File: src/rtl/serial_rx_deser.sv
// Single-wire frame receiver: start bit, DATA_WIDTH data bits LSB first, stop bit.
// Build option SERDES_RX_PARITY_EN inserts an even-parity bit and adds the parity_error port.
module serial_rx_deser #(
    parameter int unsigned DATA_WIDTH = 8,
    parameter int unsigned BIT_CYCLES = 16
) (
    input  logic                  CLOCK_50,
    input  logic                  reset,
    input  logic                  serial_in,
    output logic [DATA_WIDTH-1:0] data_out,
    output logic                  data_valid,
    output logic                  frame_error,
`ifdef SERDES_RX_PARITY_EN
    output logic                  parity_error,
`endif
    output logic                  busy
);

    localparam int unsigned CW = (BIT_CYCLES > 1) ? $clog2(BIT_CYCLES) : 1;
    localparam int unsigned BW = $clog2(DATA_WIDTH + 1);
    localparam logic [CW-1:0] HALF_LAST = CW'(BIT_CYCLES / 2 - 1);
    localparam logic [CW-1:0] BIT_LAST  = CW'(BIT_CYCLES - 1);
    localparam logic [BW-1:0] LAST_BIT  = BW'(DATA_WIDTH - 1);

    typedef enum logic [2:0] {
        S_IDLE,
        S_START,
        S_DATA,
`ifdef SERDES_RX_PARITY_EN
        S_PARITY,
`endif
        S_STOP,
        S_WAIT_IDLE
    } state_e;

    state_e                state_q, state_d;
    logic [1:0]            sync_q, sync_d;
    logic [CW-1:0]         cnt_q, cnt_d;
    logic [BW-1:0]         bit_cnt_q, bit_cnt_d;
    logic [DATA_WIDTH-1:0] shift_q, shift_d;
    logic [DATA_WIDTH-1:0] data_out_q, data_out_d;
    logic                  data_valid_q, data_valid_d;
    logic                  frame_error_q, frame_error_d;
`ifdef SERDES_RX_PARITY_EN
    logic                  par_q, par_d;
    logic                  parity_error_q, parity_error_d;
`endif
    logic                  rx_s;

    assign rx_s = sync_q[1];

    always_ff @(posedge CLOCK_50 or posedge reset) begin
        if (reset) begin
            state_q        <= S_IDLE;
            sync_q         <= 2'b11;
            cnt_q          <= '0;
            bit_cnt_q      <= '0;
            shift_q        <= '0;
            data_out_q     <= '0;
            data_valid_q   <= 1'b0;
            frame_error_q  <= 1'b0;
`ifdef SERDES_RX_PARITY_EN
            par_q          <= 1'b0;
            parity_error_q <= 1'b0;
`endif
        end else begin
            state_q        <= state_d;
            sync_q         <= sync_d;
            cnt_q          <= cnt_d;
            bit_cnt_q      <= bit_cnt_d;
            shift_q        <= shift_d;
            data_out_q     <= data_out_d;
            data_valid_q   <= data_valid_d;
            frame_error_q  <= frame_error_d;
`ifdef SERDES_RX_PARITY_EN
            par_q          <= par_d;
            parity_error_q <= parity_error_d;
`endif
        end
    end

    // Every bit is sampled at its midpoint: half a bit after the start edge, then once per bit.
    always_comb begin
        state_d       = state_q;
        sync_d        = {sync_q[0], serial_in};
        cnt_d         = cnt_q;
        bit_cnt_d     = bit_cnt_q;
        shift_d       = shift_q;
        data_out_d    = data_out_q;
        data_valid_d  = 1'b0;
        frame_error_d = 1'b0;
`ifdef SERDES_RX_PARITY_EN
        par_d          = par_q;
        parity_error_d = 1'b0;
`endif
        case (state_q)
            S_IDLE: begin
                if (!rx_s) begin
                    state_d = S_START;
                    cnt_d   = '0;
                end
            end
            S_START: begin
                if (cnt_q == HALF_LAST) begin
                    cnt_d     = '0;
                    bit_cnt_d = '0;
                    state_d   = rx_s ? S_IDLE : S_DATA;
                end else begin
                    cnt_d = cnt_q + CW'(1);
                end
            end
            S_DATA: begin
                if (cnt_q == BIT_LAST) begin
                    cnt_d     = '0;
                    shift_d   = {rx_s, shift_q[DATA_WIDTH-1:1]};
                    bit_cnt_d = bit_cnt_q + BW'(1);
                    if (bit_cnt_q == LAST_BIT) begin
`ifdef SERDES_RX_PARITY_EN
                        state_d = S_PARITY;
`else
                        state_d = S_STOP;
`endif
                    end
                end else begin
                    cnt_d = cnt_q + CW'(1);
                end
            end
`ifdef SERDES_RX_PARITY_EN
            S_PARITY: begin
                if (cnt_q == BIT_LAST) begin
                    cnt_d   = '0;
                    par_d   = rx_s;
                    state_d = S_STOP;
                end else begin
                    cnt_d = cnt_q + CW'(1);
                end
            end
`endif
            S_STOP: begin
                if (cnt_q == BIT_LAST) begin
                    cnt_d = '0;
                    if (rx_s) begin
                        state_d = S_IDLE;
`ifdef SERDES_RX_PARITY_EN
                        if ((^shift_q) ^ par_q) begin
                            parity_error_d = 1'b1;
                        end else begin
                            data_out_d   = shift_q;
                            data_valid_d = 1'b1;
                        end
`else
                        data_out_d   = shift_q;
                        data_valid_d = 1'b1;
`endif
                    end else begin
                        frame_error_d = 1'b1;
                        state_d       = S_WAIT_IDLE;
                    end
                end else begin
                    cnt_d = cnt_q + CW'(1);
                end
            end
            S_WAIT_IDLE: begin
                if (rx_s) begin
                    state_d = S_IDLE;
                end
            end
            default: begin
                state_d = S_IDLE;
            end
        endcase
    end

    assign data_out    = data_out_q;
    assign data_valid  = data_valid_q;
    assign frame_error = frame_error_q;
`ifdef SERDES_RX_PARITY_EN
    assign parity_error = parity_error_q;
`endif
    assign busy        = (state_q != S_IDLE);

endmodule

File: config.mk
export PLATFORM = sky130hd
export DESIGN_NAME = serial_rx_deser
export DESIGN_NICKNAME = d
export VERILOG_FILES = /design/src/rtl/serial_rx_deser.sv
export SDC_FILE = /design/constraint.sdc
export NUM_CORES = 1
export LEC_CHECK = 0
export ABC_AREA = 1
export CORE_MARGIN = 2
export CORE_UTILIZATION = 55
export DETAILED_ROUTE_END_ITERATION = 8
export PLACE_DENSITY = 0.77
export SLEW_MARGIN = 20
export SYNTH_ARGS = -nofsm -noshare
export SYNTH_HDL_FRONTEND = slang
export SYNTH_SLANG_ARGS = --single-unit
File: constraint.sdc
create_clock -name CLOCK_50 -period 3.37 [get_ports CLOCK_50]
set_input_delay 0.337 -clock CLOCK_50 [delete_from_list [all_inputs] [get_ports CLOCK_50]]
set_output_delay 0.337 -clock CLOCK_50 [all_outputs]
set_load 0.01 [all_outputs]
# After elaboration in Yosys (flattened, before gate mapping)
# Index checks and enable logic that the tools add are counted.
# Widths: inputs -> output; s select.
[totals]
regBits = 31
in_bits = 3
out_inout_bits = 11
word_cells = 55
[classes]
addsub = 2
n_eq_ne = 13
mux = 22
n_reduce_logical = 10
[op_table]
columns = ["operator", "count"]
rows = [
  ["$mux 3", 7],
  ["$mux 4", 5],
  ["$pmux 3 s5", 1],
  ["$ne 2x2->1 const B", 6],
  ["$pmux 4 s3", 1],
  ["$add 4x1->4 const B", 2],
  ["$eq 4x3->1 const B", 2],
  ["$pmux 4 s2", 1],
  ["$eq 3x2->1 const B", 2],
  ["$mux 1", 6],
  ["$reduce_and 3->1", 2],
  ["$reduce_and 6->1", 1],
  ["$reduce_bool 3->1", 2],
  ["$eq 4x4->1 const B", 1],
  ["$reduce_and 2->1", 2],
  ["$eq 3x1->1 const B", 1],
  ["$eq 3x3->1 const B", 1],
  ["$logic_not 3->1", 1],
  ["$mux 2", 1],
  ["$reduce_bool 2->1", 1],
  ["$reduce_or 2->1", 1],
]

# Longest topological paths before layout
[depth]
ltp_word = 4
mapped_depth = 8
depth_no_buf = 8

# Worst setup path after synthesis
# Ideal clock, no wire load.
[synth_path]
path_kind = "reg-to-reg"
from = "register cnt_q[0]"
to = "register bit_cnt_q[2]"
setup_ps = 116
arrival_time_ps = 1153
required_time_ps = 3254
setup_slack_ps = 2101
path_stages_with_launch = 9
period_less_slack_ps = 1269
cell_sequence = "dfrtp_1 ha_1 nand3_1 inv_2 nand2_2 nand2_1 nand2_2 nand2_1 nand2_1"
[synth_via]
elab_chain_len = 3
elab_cells_between_ends = 5
[synth_rtl]
columns = ["element", "line_no", "rtl"]
rows = [
  ["from (decl)", "38", "logic [CW-1:0] cnt_q, cnt_d;"],
  ["from (signal assigned)", "69", "cnt_q <= cnt_d;"],
  ["$eq 4x4->1 / $eq 4x3->1 (equally long branches)", "113, 104", ""],
  ["$ne 2x2->1 (no source line)", "n/a", ""],
  ["$reduce_and 3->1 (no source line) *", "n/a", ""],
  ["to (signal assigned)", "70", "bit_cnt_q <= bit_cnt_d;"],
  ["to (decl)", "39", "logic [BW-1:0] bit_cnt_q, bit_cnt_d;"],
]
# Mark *: on every way between the ends. The rest lies on a longest branch, timed or not.
# A chain may end at the register's enable or synchronous reset.

# Worst setup path after layout
[layout_path]
from = "register state_q[0]"
to = "output port busy"
[layout_via]
elab_chain_len = 1
[layout_rtl]
columns = ["element", "line_no", "rtl"]
rows = [
  ["from (decl)", "36", "state_e state_q, state_d;"],
  ["from (signal assigned)", "67", "state_q <= state_d;"],
  ["$reduce_bool 3->1", "180", "assign busy = (state_q != S_IDLE);"],
  ["to (decl)", "16", "output logic busy"],
]
# No other way between the ends.

==> key figures <==
Status
  – Outcome: complete, no violations

Logic synthesis
  – Syn. warnings: 0
  – Compound-Gate Fraction of Synth Area: 11.8%
  – Net Count, Synth: 161
  – Synthesized area per cell: 9.12 µm²
  – Synthesized area: 1420 µm²
  – #FFs+latches synth: 31
  – Mux cell area share after synthesis: 0.704%
  – Xor/xnor share of the synthesized area: 1.23%
  – Synth Area in Adders: 1.76%
  – Mapped Cells: 156
  – Sequential area share after synthesis: 54.7%
  – Synth Area in Simple Gates: 23.2%
  – Largest family of logic cells by synthesized area: simple AND/OR/NAND/NOR gates
  – Post-synth cell types: 22

Clocking
  – Hold Buf Count CTS: 0
  – Post-cts repair resize count: 0
  – Worst skew pair latency: 0.33 ns
  – CTS root buffer: clkbuf_4
  – Clk pin slew, worst setup/hold paths: 0.09 ns
  – Post-CTS setup buffer count: 0
  – H-Tree Depth: 2
  – CTS tree: done
  – CTS Buffer Depth: 2
  – CTS Buf Count: 5
  – Clock sinks: 31

STA
  – Worst-Margin Slew: 0.614 ns
  – Slew Viols, Final: 0
  – Crit share post-route: 58.7%
  – Fmax: 0.506 GHz
  – Worst Skew: 0.0106 ns
  – Final setup fails: 0
  – Unrepaired setup endpoints after global routing: false
  – Final Hold Fails: 0
  – Final setup TNS: 0 ns
  – Final min period: 1.98 ns
  – Slew Limit Headroom: 59.0%

Setup path
  – Slack of the worst reg-to-reg path: 1.73 ns
  – Startpoint types: flop
  – Max incr delay on CP: 0.48 ns
  – Critical path type: reg2out
  – Crit. End Element: output port
  – Worst reg2reg startpoint: cnt_q[0]
  – CP Max Fanout: 6
  – Worst endpoint required time: 3.03 ns
  – CP max stage cell: clkdlybuf4s50_1
  – CP Depth: 3
  – Worst-path cell chain: nor2_1, nand2_1, clkdlybuf4s50_1
  – Top delay family on crit path: buffers and inverters
  – Crit Reg-Reg Endpoint: bit_cnt_q[2]
  – CP Data Arrival Time: 1.64 ns
  – Cells on worst reg2reg path: 8
  – WP buf/inv: 1

Floorplan
  – Io pins: 14
  – Die Area: 3010 µm²
  – Total core area: 2450 µm²
  – Die Width: 54.9 µm
  – Die H: 54.9 µm
  – Initial core utilization: 58.0%
  – FP Rows: 18

Final layout
  – Layout cell share with drive strength beyond 1: 17.1%
  – Most frequent cells in the layout: nand2_1 (44), dfrtp_1 (29), inv_1 (16), nor2_1 (15)
  – Final Util: 66.9%
  – Commonest non-fill, non-tap cell in the layout: nand2_1
  – Area delta synth->final: 15.5%
  – Nets@finish: 179
  – Antenna Cells: 0
  – Fill cells: 226

Route
  – Pre-antenna DRT Iters: 6
  – Routed Antenna Nets: 0
  – DR vias/cell: 5.12
  – DR vias: 1049
  – Post-Route WL: 2.48 mm
  – 1st-iter DRT viols: 23
  – # DRC: 0
  – WL/cell: 12.1 µm

Hold path
  – Worst hold path cell count: 0
  – Worst hold path type: reg2reg
  – Hold_sp: sync_q[0]
  – Worst hold endpoint: sync_q[1]

Pwr
  – IR drop worst, VDD: 523 µV
  – Power per cell area: 596 nW/µm²
  – Pleak: 0.000807 µW

Global route
  – Grt ovf: 0
  – Gr usage total: 20.7%
  – Number of global-route vias before repair: 913
  – Initial antenna violation count: 0
  – Global-route wire length before repair: 4.11 mm
  – Largest net degree at the start of global routing: 32

Place
  – GPL Wtd Cong: 0.800
  – Post-DP HPWL: 1.81 mm
  – Port-buffer cells: 13

Run
  – Max-Cap Viols: 0
[worst reg2reg max path, cell delays in order (launching register included)]
cell and delay, ns:
dfrtp_1 0.42, ha_1 0.24, nand3_1 0.15, inv_2 0.08, nand2_2 0.28, nand2_1 0.17, nand2_2 0.12, nand2_1 0.06
nand2_1 0.06
[worst max-delay path by stage]
stage                              end  slack (ns)        from
after floorplan           bit_cnt_q[2]        2.10    cnt_q[0]
after global placement    bit_cnt_q[3]        1.70       reset
after detailed placement   data_out[3]        1.64       reset
after CTS                         busy        1.39  state_q[0]
after global routing              busy        1.27  state_q[1]
final                             busy        1.39  state_q[0]
[flip-flops by register name, summed over array words and instances (netlist names)]
signal,cells
shift_q,8
sync_q,2
data_out,8
bit_cnt_q,4
frame_error,1
state_q,3
cnt_q,4
data_valid,1
[logic make-up after synthesis]
group | count (synthesis)
compound gates | 23
xor+xnor | 2
fa+ha+maj | 2
buf+inv | 21
flops | 31
mux | 1
simple gates | 76
[cell type report]
cell class / count / area [µm²] / area share [%]
inverter: 19 / 71.3 / 4.34
sequential: 31 / 778 / 47.4
clock inverter: 1 / 30.0 / 1.83
multi-input combinational: 104 / 551 / 33.5
timing repair buffer: 13 / 130 / 7.92
clock buffer: 7 / 45.0 / 2.74
tap: 30 / 37.5 / 2.28
[metrics by stage]
| stage | power, µW | hold WS (ns) | cells | cell area (µm²) | setup slack, ns |
|---|---|---|---|---|---|
| after global placement | 692 | 0.345 | 197 | 1570 | 1.70 |
| after detailed placement | 706 | 0.354 | 197 | 1570 | 1.64 |
| final | 979 | 0.367 | 205 | 1640 | 1.39 |
| after floorplan | 640 | 0.341 | 156 | 1420 | 2.10 |
| after global routing | 1050 | 0.375 | 205 | 1640 | 1.27 |
| after CTS | 983 | 0.370 | 205 | 1640 | 1.39 |
[report_power, final]
group          switching [µW]  internal (µW)
logic                     157           93.5
registers                41.7            409
clock network             121            157
[cells in the mapped netlist]
cell type   n  area (µm²)
dfstp_2     2        52.6
inv_2       2        7.51
nand3_1     9        45.0
nor3b_1     1        7.51
o22ai_1     1        6.26
buf_6       2        22.5
xor2_1      2        17.5
mux2i_1     1        10.0
o21ai_0     5        25.0
inv_1      17        63.8
nand3b_1    1        7.51
a21oi_1     3        15.0
nand2_1    44         165
nor2_2      2        12.5
dfrtp_1    29         726
nand3_4     1        17.5
o21a_1      1        7.51
ha_1        2        25.0
nand2_2     2        12.5
nor2_1     15        56.3
o21ai_2    13         114
or2_2       1        6.26
[metal layers]
metal  up-vias  track usage, %  part of all wire [%]
li1        528               -                     -
met1       494            26.5                    42
met2        22            31.0                    52
met3         5            9.02                   4.6
met4         0            7.50                   1.4
met5         -               0                     0
Note: power is estimated with default switching activity, not from simulation.
